### src/rtl/ptw_mem_arbiter_pkg.sv
// Shared types for the PTW memory arbiter: cache request/response structs,
// arbiter state and owner encodings.
package ptw_mem_arbiter_pkg;

  localparam int ADDR_W = 32;
  localparam int DATA_W = 32;

  typedef struct packed {
    logic              valid;
    logic [ADDR_W-1:0] addr;
    logic              wen;
    logic [DATA_W-1:0] wdata;
  } CacheReq;

  typedef struct packed {
    logic              valid;
    logic [DATA_W-1:0] rdata;
  } CacheResp;

  typedef enum logic [1:0] {
    IDLE,
    WAIT_I,
    WAIT_D
  } memarb_state_t;

  typedef enum logic {
    OWNER_I,
    OWNER_D
  } memarb_owner_t;

  function automatic memarb_state_t wait_state(input memarb_owner_t owner);
    return (owner == OWNER_D) ? WAIT_D : WAIT_I;
  endfunction

endpackage

### src/rtl/ptw_mem_arbiter_select.sv
// Two-way grant selection for the PTW memory arbiter.
// MEMARB_FIXED_PRIORITY_EN: data side always wins ties and no last-winner input exists.
module memarb_select
  import ptw_mem_arbiter_pkg::*;
(
  input  logic          ivalid,
  input  logic          dvalid,
  input  logic          lock,
  input  memarb_owner_t lock_owner,
`ifndef MEMARB_FIXED_PRIORITY_EN
  input  memarb_owner_t last,
`endif
  output memarb_owner_t grant,
  output logic          grant_valid
);

  always_comb begin
    grant = OWNER_I;
    if (lock) begin
      // a stalled request keeps the grant so memreq stays stable
      grant = lock_owner;
    end else if (ivalid && dvalid) begin
`ifdef MEMARB_FIXED_PRIORITY_EN
      grant = OWNER_D;
`else
      grant = (last == OWNER_I) ? OWNER_D : OWNER_I;
`endif
    end else if (dvalid) begin
      grant = OWNER_D;
    end else begin
      grant = OWNER_I;
    end
  end

  assign grant_valid = (grant == OWNER_D) ? dvalid : ivalid;

endmodule

### src/rtl/ptw_mem_arbiter.sv
// Merges instruction- and data-side PTW cache streams onto one memory port,
// one outstanding transaction. Options: MEMARB_FIXED_PRIORITY_EN, PRINT_DEBUGINFO.
module ptw_mem_arbiter
  import ptw_mem_arbiter_pkg::*;
#(
  parameter int LOG_ENABLE = 0
) (
  input  logic     clk,
  input  logic     reset,
  input  CacheReq  ireq,
  output logic     ireq_ready,
  output CacheResp iresp,
  input  CacheReq  dreq,
  output logic     dreq_ready,
  output CacheResp dresp,
  output CacheReq  memreq,
  input  logic     memreq_ready,
  input  CacheResp memresp
);

  memarb_state_t state, state_next;
  logic          lock, lock_next;
  memarb_owner_t lock_owner, lock_owner_next;
  memarb_owner_t grant;
  logic          grant_valid;
  logic          accept;
  CacheReq       granted;
`ifndef MEMARB_FIXED_PRIORITY_EN
  memarb_owner_t last;
`endif

  memarb_select u_select (
    .ivalid      (ireq.valid),
    .dvalid      (dreq.valid),
    .lock        (lock),
    .lock_owner  (lock_owner),
`ifndef MEMARB_FIXED_PRIORITY_EN
    .last        (last),
`endif
    .grant       (grant),
    .grant_valid (grant_valid)
  );

  assign granted = (grant == OWNER_D) ? dreq : ireq;

  always_comb begin
    state_next      = state;
    lock_next       = lock;
    lock_owner_next = lock_owner;
    accept          = 1'b0;
    memreq          = granted;
    memreq.valid    = 1'b0;
    ireq_ready      = 1'b0;
    dreq_ready      = 1'b0;
    iresp.valid     = 1'b0;
    iresp.rdata     = memresp.rdata;
    dresp.valid     = 1'b0;
    dresp.rdata     = memresp.rdata;

    unique case (state)
      IDLE: begin
        memreq.valid = grant_valid;
        ireq_ready   = (grant == OWNER_I) && memreq_ready;
        dreq_ready   = (grant == OWNER_D) && memreq_ready;
        accept       = grant_valid && memreq_ready;
        if (accept) begin
          state_next = wait_state(grant);
          lock_next  = 1'b0;
        end else if (grant_valid) begin
          lock_next       = 1'b1;
          lock_owner_next = grant;
        end else begin
          // requester withdrew: release the grant without issuing anything
          lock_next = 1'b0;
        end
      end
      WAIT_I: begin
        iresp.valid = memresp.valid;
        if (memresp.valid) state_next = IDLE;
      end
      WAIT_D: begin
        dresp.valid = memresp.valid;
        if (memresp.valid) state_next = IDLE;
      end
      default: begin
        state_next = IDLE;
        lock_next  = 1'b0;
      end
    endcase

    if (reset) begin
      memreq.valid = 1'b0;
      ireq_ready   = 1'b0;
      dreq_ready   = 1'b0;
      iresp.valid  = 1'b0;
      dresp.valid  = 1'b0;
      accept       = 1'b0;
    end
  end

  always_ff @(posedge clk) begin
    if (reset) begin
      state      <= IDLE;
      lock       <= 1'b0;
      lock_owner <= OWNER_I;
`ifndef MEMARB_FIXED_PRIORITY_EN
      last       <= OWNER_I;
`endif
    end else begin
      state      <= state_next;
      lock       <= lock_next;
      lock_owner <= lock_owner_next;
`ifndef MEMARB_FIXED_PRIORITY_EN
      if (accept) last <= grant;
`endif
    end
  end

  if (LOG_ENABLE != 0) begin : g_log
`ifdef PRINT_DEBUGINFO
    always_ff @(posedge clk) begin
      $display("ptw_mem_arbiter: state=%s grant=%s lock=%0b", state.name(), grant.name(), lock);
    end
`endif
  end

endmodule

### config.mk
export PLATFORM = sky130hd
export DESIGN_NAME = ptw_mem_arbiter
export DESIGN_NICKNAME = d
export VERILOG_FILES = /design/src/rtl/ptw_mem_arbiter_pkg.sv /design/src/rtl/ptw_mem_arbiter_select.sv /design/src/rtl/ptw_mem_arbiter.sv
export SDC_FILE = /design/constraint.sdc
export NUM_CORES = 1
export LEC_CHECK = 0
export CORE_AREA = 4 4 114 116
export CTS_CLUSTER_DIAMETER = 150
export DETAILED_ROUTE_END_ITERATION = 16
export DIE_AREA = 0 0 118 120
export REMOVE_ABC_BUFFERS = 1
export SKIP_LAST_GASP = 1
export SLEW_MARGIN = 20
export SYNTH_ARGS = -nofsm -noshare
export SYNTH_HDL_FRONTEND = slang
export SYNTH_SLANG_ARGS = --single-unit
### constraint.sdc
create_clock -name clk -period 4.4 [get_ports clk]
set_input_delay 0.44 -clock clk [delete_from_list [all_inputs] [get_ports clk]]
set_output_delay 0.44 -clock clk [all_outputs]
set_load 0.02 [all_outputs]
After elaboration in Yosys (flattened, before gate mapping):

Index checks and enable logic that the tools add are counted.

* output and inout port bits: 134
* logic and storage cells: 43
* bits in registers: 5

* equal/unequal tests: 4
* reductions and logical operators: 8
* multiplexer cells: 25
* bitwise gates (word level): 2

Operator list (number)
* 65-bit 2-to-1 mux: 1
* 1-bit 2-to-1 mux: 19
* 2-bit 2-to-1 mux: 3
* 1-bit logical AND: 4
* 2-bit case mux with 2 select lines: 1
* 3-bit AND reduction: 1
* 2-bit by 1-bit equality test with 1-bit output, second input constant: 1
* 2-bit equality test, second input constant: 1
* 2-bit logical NOT: 1
* 2-bit by 1-bit != test with 1-bit output, second input constant: 1
* 2-bit != test, second input constant: 1
* 1-bit NOT: 2
* 1-bit case mux with 2 select lines: 1
* 2-bit AND reduction: 1
* 2-bit OR reduction: 1

Longest topological paths before layout:

Gate-level depths: netlist of the first run.

* depth after elaboration: 7
* depth in mapped cells: 6
* gate-level depth less buffers: 6

Modules after synthesis:

A second synthesis of the first run with hierarchy kept.

* cell total of the unflattened synthesis: 180
* area, all modules: 1640.3 µm²

By module, submodules not included
* ptw_mem_arbiter: times used 1, sequential area each 100.1 µm², cells each 174, area an instance 1594.0 µm²
* memarb_select: times used 1, sequential area each 0.0 µm², cells each 6, area an instance 46.3 µm²

Worst setup path after synthesis of the first run:

OpenSTA, ideal clock, no wires.

* path kind: input -> output
* start point: input dreq[65] (netlist bit)
* end point: output memreq[57] (netlist bit)
* slack: 2.415 ns
* path buffers: 2
* arrival time: 1.545 ns
* cell stages on the path: 5
* cell sequence: nor2b_2 a21boi_4 buf_2 buf_4 mux2_2

RTL lines
* start: declaration: RTL line ptw_mem_arbiter.sv:13 `input CacheReq dreq,`
* end: declaration: RTL line ptw_mem_arbiter.sv:16 `output CacheReq memreq,`

==> results of run 1 <==
## layout by cell type, fill, tap and decap left out, drive strengths merged
cell type / Yosys / routed
a211oi: 2 / 2
a21boi: 1 / 1
a21o: 1 / 1
a21oi: 3 / 3
and3b: 2 / 2
buf: 71 / 2
clkbuf: 1 / 4
clkdlybuf4s50: 0 / 205
dfxtp: 5 / 5
ha: 3 / 3
inv: 3 / 3
mux2: 65 / 65
mux2i: 1 / 1
nand2: 6 / 6
nand2b: 1 / 1
nand3b: 1 / 1
nor2: 5 / 5
nor2b: 1 / 1
nor3b: 1 / 1
o21ai: 2 / 2
o32ai: 2 / 2
or3: 1 / 1
or4b: 1 / 1
## metrics by stage
step	setup slack (ps)	utilization	total power [mW]
global route	1040	0.287	0.872
global placement	1190	0.280	0.682
finish	1180	0.287	0.828
CTS	1190	0.287	0.840
floorplan	1680	-	0.359
detailed placement	1200	0.280	0.683
## flip-flops by register name, indices dropped and copies added (netlist names)
name,flops
state,2
last,1
lock,1
lock_owner,1
## report_power, final
part	internal, mW	switching, mW
Sequential	0.0534	0.00659
Clock	0.120	0.0288
Combinational	0.359	0.261
## tightest hold or removal path, stage by stage, from the launching register on
cell,delay (ps)
sky130_fd_sc_hd__dfxtp_1,300
sky130_fd_sc_hd__o21ai_0,70
sky130_fd_sc_hd__a21oi_1,60
## layer usage
layer / vias to the layer above / wire length (microns) / global-route usage
met4: 2 / 51 / 0.0168
met1: 842 / 3610 / 0.135
met3: 4 / 1530 / 0.103
met5: - / 63 / 0.0809
li1: 835 / - / -
met2: 175 / 4410 / 0.188
## worst max path at each step
stage / slack (ps) / start / endpoint / depth (start not counted)
final: 1180 / dreq[65] / memreq[41] / 6
after global routing: 1040 / ireq[65] / memreq[42] / 6
after CTS: 1190 / dreq[65] / memreq[41] / 6
after detailed placement: 1200 / dreq[65] / memreq[41] / 6
after global placement: 1190 / ireq[65] / memreq[41] / 6
after floorplan: 1680 / dreq[65] / memreq[0] / 3
## final cells by class
cell class                 count  area, sq um
fill                        1257         8500
timing repair buffer         207         2070
multi-input combinational     99          972
tap                          147          184
sequential                     5          100
clock buffer                   4         78.8
inverter                       3         11.3
## kinds of logic (layout without fill, tap and decap cells)
group | count (synthesis) | in the layout | synth area share
flops | 5 | 5 | 0.0624
buf+inv | 75 | 214 | 0.332
fa+ha+maj | 3 | 3 | 0.0234
simple gates | 19 | 19 | 0.0678
mux | 66 | 66 | 0.462
compound gates | 11 | 11 | 0.0522
==> metrics.sh, run 1 <==
OUTCOME='complete, no violations'
WORST_PATH_LARGEST_CELL_DELAY_PS=580
POWER.IR.VDD_WORST_mV=0.0756
GRT_USAGE=0.125
FLOORPLAN.INITIALDENSITY=0.135
WORST_HOLD_PATH.NUM_CELLS=2
CRIT_CHAIN='clkdlybuf4s50_1 > nor2b_2 > a21boi_4 > buf_4 > mux2_2 > clkdlybuf4s50_1'
SYNTHTOPCELLSBYAREA='sky130_fd_sc_hd__mux2_2 (46%), sky130_fd_sc_hd__buf_4 (30%), sky130_fd_sc_hd__dfxtp_1 (6.2%)'
WL_MICRONS=9670
SYNTH.LIB_CELLS_USED.DISTINCT=23
DRT-INITIAL-DRC-COUNT=49
REGTOREGSETUPSLACK_PS=2760
CLOCKROOTBUFFER='sky130_fd_sc_hd__clkbuf_16'
SYNTH_ENABLE_FLOP_CELLS=0
CLKTRANSATPATHREGS_PS=30
WORST_R2R_PATH_DEPTH=6
START_KIND='input port'
CLK_PATH_BUF_DEPTH=2
PLACE.PORT_BUFFERS=205
CTS_TREE='yes'
STATIC-LEAKAGE-POWER_nW=1.26
ANTENNA_FOUND_INITIAL=0
TOTALNEGATIVESETUPSLACK_PS=0
FMAX_MHz=311
TIMING_MAX_TRANSITION_VIOLATIONS_FINAL=0
GRT-OVFL-TOTAL=0
FINAL.SETUP_SKEW_PS=1.12
CAP_VIOLATIONS=0
ROUTABILITYCONGESTION=0.915
DRIVE_ABOVE_1_SHARE=0.230
SEQUENTIAL_AREA_SHARE_AFTER_SYNTHESIS=0.0624
WORST_SETUP_PATH_END_KIND='output port'
UNREPAIRED_SETUP_ENDPOINTS_AFTER_GLOBAL_ROUTING='false'
CORE_REGION_AREA_SQ_UM=11900
YOSYS-TOP-CELLS-COUNT='sky130_fd_sc_hd__buf_4 (65), sky130_fd_sc_hd__mux2_2 (65), sky130_fd_sc_hd__buf_2 (6), sky130_fd_sc_hd__nand2_1 (6)'
HOLD_VIOLATIONS=0
DPL.HPWL_MICRONS=8490
SYN-INSTANCE-COUNT=179
CRITICAL-PATH-TOP-DELAY-FAMILY='buffers and inverters'
MIN_DELAY_PATH_CLASS='reg2reg'
YOSYSTOPAREACELLSHARE=0.456
SYNTH_AREA_LEADER_CELL='sky130_fd_sc_hd__mux2_2'
SYNTH-SEQ-CELLS=5
LARGEST_NET_DEGREE_AT_THE_START_OF_GLOBAL_ROUTING=50
SYNTH_AREA_PER_CELL_SQ_UM=8.97
VIA_COUNT_OF_THE_FIRST_GLOBAL_ROUTING_PASS=2176
TIMING.HOLD.WORST_ENDPOINT='last'
CTS-BUFFERS-INSERTED=3
CRIT_REQUIRED_PS=3960
WORST_MARGIN_SLEW_PS=617
DRT_WL_CELL_MICRONS=20.8
HIGHEST_FANOUT_SEEN_ON_THE_CRITICAL_PATH=49
TIMING.SETUP.CRITICAL_PATH_CLASS='in2out'
CHIP_HEIGHT_MICRONS=120
FINALCRITPERIODSHARE=0.731
IOS=302
POST_SYNTH_INSTANCE_AREA_SQ_UM=1610
WORST_R2R_STARTPOINT='state[0]'
CLKSINKCOUNT=5
MIN_PERIOD_PS=3220
CRIT_PATH_FREQUENT_CELL='sky130_fd_sc_hd__clkdlybuf4s50_1'
PLACED_CELLS=461
STDCELL_AREA_SQ_UM=3410
GRT_PASS1_WL_MICRONS=13400
PLACED_AREA_SQ_UM=3330
ANTENNA_LEFT=0
HOLD_PATH_STARTPOINT='last'
P_PER_AREA_nW_PER_UM2=243
ROUTED_VIA_DENSITY=4.00
ANTENNA_CELLS_INSERTED=0
CTS.REPAIR.RESIZED=0
TIMING.FINAL.SETUP_VIOLATIONS=0
POSTSYNTH.ASYNCRESETSHARE=0
WORST_PATH_BUFS_INVS=3
SYNTH_FF_TYPE='sky130_fd_sc_hd__dfxtp_1'
HOLD_SLACK_PS=480
POST-ROUTE-DRC-COUNT=0
AREA_DELTA_SYNTH_FINAL_PCT=113
HTREE_LEVELS=1
DR_TOTAL_VIAS=1858
SLEW_HEADROOM=0.589
CLKLATENCYLATEPIN_PS=220
CRITICAL_PATH_ARRIVAL_PS=2780
DIE-WIDTH_MICRONS=118
DESIGN.DIE.AREA_SQ_UM=14200
CTS_HOLD_REPAIR.BUFFERS=0
DESIGN.FINAL.NETS=490
ITERATION_COUNT_OF_THE_INITIAL_DETAILED_ROUTING_PASS=4
INSTANCES_NO_FILL=465
CRITICAL_PATH.REG2REG.ENDPOINT='state[0]'
CRITICAL-PATH-SLOWEST-CELL='sky130_fd_sc_hd__clkdlybuf4s50_1'
ROWS=40
POSTCTSSETUPREPAIRBUFS=0
YS.WARNINGS.COUNT=0
Power figures use the tool's default switching activity.
==> run 2, diff against run 1 <==
- CORE_AREA: 4 4 114 116 -> 4 4 116 118
- DIE_AREA: 0 0 118 120 -> 0 0 120 122
- clock period: 4.4 -> 3 ns (I/O delays scaled with it)
==> run 2 against run 1 <==
Compared with the run above:
- critical endpoint is now memreq[50]
- sequential power rose by 45%
- non-clock buffer count rose by 2
- routed wire length rose by 20%
- clock skew barely moved
- combinational power rose by 51%
- via count barely moved
==> metrics.sh, run 2 (synthesized netlist as in run 1, its figures left out) <==
OUTCOME='complete, no violations'
DRT-INITIAL-DRC-COUNT=46
CLK_PATH_BUF_DEPTH=2
CHIP_HEIGHT_MICRONS=122
ANTENNA_LEFT=0
GRT_PASS1_WL_MICRONS=15600
CLKLATENCYLATEPIN_PS=230
TOTALNEGATIVESETUPSLACK_PS=0
GRT-OVFL-TOTAL=0
CTS.REPAIR.RESIZED=0
DIE-WIDTH_MICRONS=120
FMAX_MHz=361
DRIVE_ABOVE_1_SHARE=0.238
POST-ROUTE-DRC-COUNT=0
CLOCKROOTBUFFER='sky130_fd_sc_hd__clkbuf_16'
MIN_DELAY_PATH_CLASS='reg2reg'
REGTOREGSETUPSLACK_PS=1390
WORST_SETUP_PATH_END_KIND='output port'
REGISTER_CONTAINING_THE_MOST_FLIP_FLOPS_IN_THE_FINAL_LAYOUT='state'
STATIC-LEAKAGE-POWER_nW=1.28
ANTENNA_CELLS_INSERTED=0
TIMING.FINAL.SETUP_VIOLATIONS=0
ROUTABILITYCONGESTION=0.901
FLOORPLAN.INITIALDENSITY=0.129
ITERATION_COUNT_OF_THE_INITIAL_DETAILED_ROUTING_PASS=3
LARGEST_NET_DEGREE_AT_THE_START_OF_GLOBAL_ROUTING=26
TIMING.SETUP.CRITICAL_PATH_CLASS='in2out'
FILLCELLCOUNT=1320
ROUTED_VIA_DENSITY=3.77
START_KIND='input port'
CTS_HOLD_REPAIR.BUFFERS=0
FINALCRITPERIODSHARE=0.924
WL_MICRONS=11600
PRECTSSETUPSLACK_PS=220
PLACE.PORT_BUFFERS=205
DRT_WL_CELL_MICRONS=23.5
CTS-BUFFERS-INSERTED=3
CLKSINKCOUNT=5
GRT_USAGE=0.148
ANTENNA_FOUND_INITIAL=0
HIGHEST_FANOUT_SEEN_ON_THE_CRITICAL_PATH=25
VIA_COUNT_OF_THE_FIRST_GLOBAL_ROUTING_PASS=2180
WORST_R2R_PATH_DEPTH=6
CLKTRANSATPATHREGS_PS=30
LAYOUT.AREA.SEQ_SQ_UM=100
DESIGN.DIE.AREA_SQ_UM=14600
FINAL.SETUP.WORST_SLACK_PS=227
DESIGN.FINAL.NETS=492
MULTI_INPUT_COMB_AREA_SQ_UM=972
SLEW_HEADROOM=0.763
FINAL_CELL_MIX='sky130_fd_sc_hd__clkdlybuf4s50_1 (204), sky130_fd_sc_hd__mux2_2 (65), sky130_fd_sc_hd__nand2_1 (6)'
CRITICAL_PATH.STARTPOINT='ireq[65]'
HOLD_VIOLATIONS=0
P_PER_AREA_nW_PER_UM2=357
DPL.HPWL_MICRONS=10700
CRITICAL_PATH_ARRIVAL_PS=2470
CRIT_REQUIRED_PS=2700
CAP_VIOLATIONS=0
FINAL.SETUP_SKEW_PS=1.54
POWER.IR.VDD_WORST_mV=0.184
HTREE_LEVELS=1
CRIT_PATH_END='memreq[50]'
CTS_TREE='yes'
DR_TOTAL_VIAS=1857
UNREPAIRED_SETUP_ENDPOINTS_AFTER_GLOBAL_ROUTING='false'
POSTCTSSETUPREPAIRBUFS=0
CORE_REGION_AREA_SQ_UM=12500
TIMING_MAX_TRANSITION_VIOLATIONS_FINAL=0
WORST_R2R_STARTPOINT='state[0]'
WORST_MARGIN_SLEW_PS=354
LARGEST_REGISTER_FF_COUNT=2
MIN_PERIOD_PS=2770
CRITICAL_PATH.REG2REG.ENDPOINT='state[0]'
IOS=302
ROWS=41
AREA_DELTA_SYNTH_FINAL_PCT=117
LEADING_CELL_TYPE_IN_THE_LAYOUT_FILL_AND_TAPS_EXCLUDED='sky130_fd_sc_hd__clkdlybuf4s50_1'
run 2: cell types whose count changed in the layout (fill, tap and decap cells not counted), sizes merged:
cell	before	now
clkdlybuf4s50	205	204
buf	2	5
run 2: how the worst min path moves through the flow:
stage / startpoint / to / slack, ps / cells after the start
floorplan: reset / last / 370 / 1
global placement: last / last / 470 / 2
detailed placement: last / last / 480 / 2
CTS: last / last / 490 / 2
global route: last / last / 540 / 2
finish: last / last / 490 / 2
run 2: through the flow:
step / power [mW] / cell area (sq um) / utilization / hold WS [ps] / instances
global route: 1.31 / 3480 / 0.279 / 541 / 492
finish: 1.24 / 3480 / 0.279 / 485 / 492
detailed placement: 1.03 / 3400 / 0.273 / 483 / 488
CTS: 1.26 / 3480 / 0.279 / 487 / 492
global placement: 1.03 / 3400 / 0.273 / 472 / 488
floorplan: 0.527 / 1080 / - / 369 / 107
run 2: area by class of cell:
type / count / area share
multi-input cells: 99 / 0.279
flip-flops and latches: 5 / 0.0287
repair buffers: 209 / 0.604
inverters: 3 / 0.00323
clock buffers: 4 / 0.0226
well taps: 172 / 0.0618
run 2: critical path: stages:
cell and delay [ps]:
sky130_fd_sc_hd__clkdlybuf4s50_1 510, sky130_fd_sc_hd__nand2_1 120, sky130_fd_sc_hd__a21boi_4 230, sky130_fd_sc_hd__buf_12 190, sky130_fd_sc_hd__buf_12 190, sky130_fd_sc_hd__mux2_2 350
sky130_fd_sc_hd__clkdlybuf4s50_1 560
run 2: per-layer routing:
layer  wire length [microns]  share of wire  GRT usage  vias up
met5                      97         0.0084     0.0556        -
met4                      20         0.0017    0.00859        2
met3                    2700           0.23      0.154        6
met2                    4800           0.41      0.217      206
met1                    3950           0.34      0.151      807
li1                        -              -          -      836
run 2: power by group:
group          switching, mW  total (mW)  leakage [nW]  internal, mW
logic                  0.394       0.937          1.20         0.543
registers            0.00867      0.0870        0.0410        0.0783
clock network         0.0420       0.218        0.0382         0.176
total                  0.444        1.24          1.28         0.797
==> run 3, diff against run 2 <==
- GPL_ROUTABILITY_DRIVEN: not set -> 0
==> run 3 against run 2 <==
Compared with the run above:
- final cell count unchanged
- first-iteration DRC count decreased by 22%
- clock-buffer cell count unchanged
- die area unchanged
- routed wire length about the same
- sequential share of layout area unchanged
- critical path type unchanged
- highest routed layer unchanged
==> metrics.sh, run 3 (synthesized netlist as in run 1, its figures left out) <==
OUTCOME='complete, no violations'
DR_TOTAL_VIAS=1868
DRT-INITIAL-DRC-COUNT=36
POST-ROUTE-DRC-COUNT=0
CORE_REGION_AREA_SQ_UM=12500
ROUTED_VIA_DENSITY=3.80
CTS.REPAIR.RESIZED=0
CRITICAL_PATH_ARRIVAL_PS=2460
PRECTSSETUPSLACK_PS=241
CTS_TREE='yes'
INSTANCES_NO_FILL=492
CLKSINKCOUNT=5
GRT_PASS1_WL_MICRONS=15500
DIE-WIDTH_MICRONS=120
ITERATION_COUNT_OF_THE_INITIAL_DETAILED_ROUTING_PASS=5
AREA_DELTA_SYNTH_FINAL_PCT=117
CTS-BUFFERS-INSERTED=3
TIMING.CRITICAL_PATH.DEPTH=7
CRITICAL-PATH-SLOWEST-CELL='sky130_fd_sc_hd__clkdlybuf4s50_1'
CHIP_HEIGHT_MICRONS=122
CLKLATENCYLATEPIN_PS=230
LEADING_CELL_TYPE_IN_THE_LAYOUT_FILL_AND_TAPS_EXCLUDED='sky130_fd_sc_hd__clkdlybuf4s50_1'
WORST_PATH_LARGEST_CELL_DELAY_PS=570
POSTCTSSETUPREPAIRBUFS=0
FMAX_MHz=362
SLEW_HEADROOM=0.757
FLOORPLAN.INITIALDENSITY=0.129
HTREE_LEVELS=1
WORST_SETUP_PATH_END_KIND='output port'
CAP_VIOLATIONS=0
WORST_PATH_BUFS_INVS=4
DPL.HPWL_MICRONS=10700
CRIT_CHAIN='clkdlybuf4s50_1 > nor2b_2 > a21boi_4 > buf_12 > buf_12 > mux2_2 > clkdlybuf4s50_1'
WORST_HOLD_PATH.NUM_CELLS=2
CRIT_REQUIRED_PS=2700
TOTALNEGATIVESETUPSLACK_PS=0
HOLD_VIOLATIONS=0
PLACE.PORT_BUFFERS=205
REGISTER_CONTAINING_THE_MOST_FLIP_FLOPS_IN_THE_FINAL_LAYOUT='state'
FINAL_CELL_MIX='sky130_fd_sc_hd__clkdlybuf4s50_1 (204), sky130_fd_sc_hd__mux2_2 (65), sky130_fd_sc_hd__nand2_1 (6)'
WL_MICRONS=11600
CLKTRANSATPATHREGS_PS=30
MIN_PERIOD_PS=2760
ANTENNA_LEFT=0
WORST_R2R_PATH_DEPTH=6
PLACED_CELLS=488
FINAL.SETUP_SKEW_PS=2.11
POWER_mW=1.25
ROWS=41
TIMING_MAX_TRANSITION_VIOLATIONS_FINAL=0
CRITICAL-PATH-TOP-DELAY-FAMILY='buffers and inverters'
VIA_COUNT_OF_THE_FIRST_GLOBAL_ROUTING_PASS=2226
DESIGN.FINAL.NETS=492
DRIVE_ABOVE_1_SHARE=0.238
WORST_MARGIN_SLEW_PS=362
LARGEST_NET_DEGREE_AT_THE_START_OF_GLOBAL_ROUTING=24
HOLD_SLACK_PS=498
UNREPAIRED_SETUP_ENDPOINTS_AFTER_GLOBAL_ROUTING='false'
GRT_USAGE=0.148
FINALCRITPERIODSHARE=0.921
DRT_WL_CELL_MICRONS=23.5
FILLCELLCOUNT=1301
TIMING.FINAL.SETUP_VIOLATIONS=0
POWER.IR.VDD_WORST_mV=0.175
P_PER_AREA_nW_PER_UM2=359
HIGHEST_FANOUT_SEEN_ON_THE_CRITICAL_PATH=23
LARGEST_REGISTER_FF_COUNT=2
DESIGN.DIE.AREA_SQ_UM=14600
TIMING.SETUP.CRITICAL_PATH_CLASS='in2out'
GRT-OVFL-TOTAL=0
STATIC-LEAKAGE-POWER_nW=1.28
CLOCKROOTBUFFER='sky130_fd_sc_hd__clkbuf_16'
FINAL.SETUP.WORST_SLACK_PS=238
ANTENNA_CELLS_INSERTED=0
CTS_HOLD_REPAIR.BUFFERS=0
START_KIND='input port'
MIN_DELAY_PATH_CLASS='reg2reg'
IOS=302
CLK_PATH_BUF_DEPTH=2
ANTENNA_FOUND_INITIAL=0
run 3: where the power goes:
group / leakage [nW] / switching [mW] / internal, mW
registers: 0.0410 / 0.00989 / 0.0783
clock network: 0.0382 / 0.0432 / 0.176
logic: 1.20 / 0.397 / 0.544
run 3: per-layer routing:
layer	vias up	wire length (microns)	global-route usage
met5	-	92	0.0556
met4	2	36	0.0107
met3	6	2830	0.158
met2	215	4830	0.224
met1	806	3770	0.142
li1	839	-	-
run 3: final cells by class:
| cell class | instances | area (sq um) | area share |
|---|---|---|---|
| inverters | 3 | 11.3 | 0.00323 |
| repair buffers | 209 | 2100 | 0.604 |
| multi-input cells | 99 | 972 | 0.279 |
| flip-flops and latches | 5 | 100 | 0.0287 |
| clock buffers | 4 | 78.8 | 0.0226 |
| well taps | 172 | 215 | 0.0618 |
run 3: worst paths after layout:
kind | start | endpoint | slack, ps
min | last | last | 500
max reg2reg | state[0] | state[1] | 1330
max | dreq[65] | memreq[27] | 240
min reg2reg | last | last | 500
run 3: tightest hold or removal path, delay by kind of cell (launching register included):
kind            cells  cell delay, ps
compound gates      2             150
flops               1             300
run 3: metrics by stage:
step | utilization | area [sq um]
floorplan | - | 1080
global placement | 0.273 | 3400
detailed placement | 0.273 | 3400
CTS | 0.279 | 3480
global route | 0.279 | 3480
finish | 0.279 | 3480
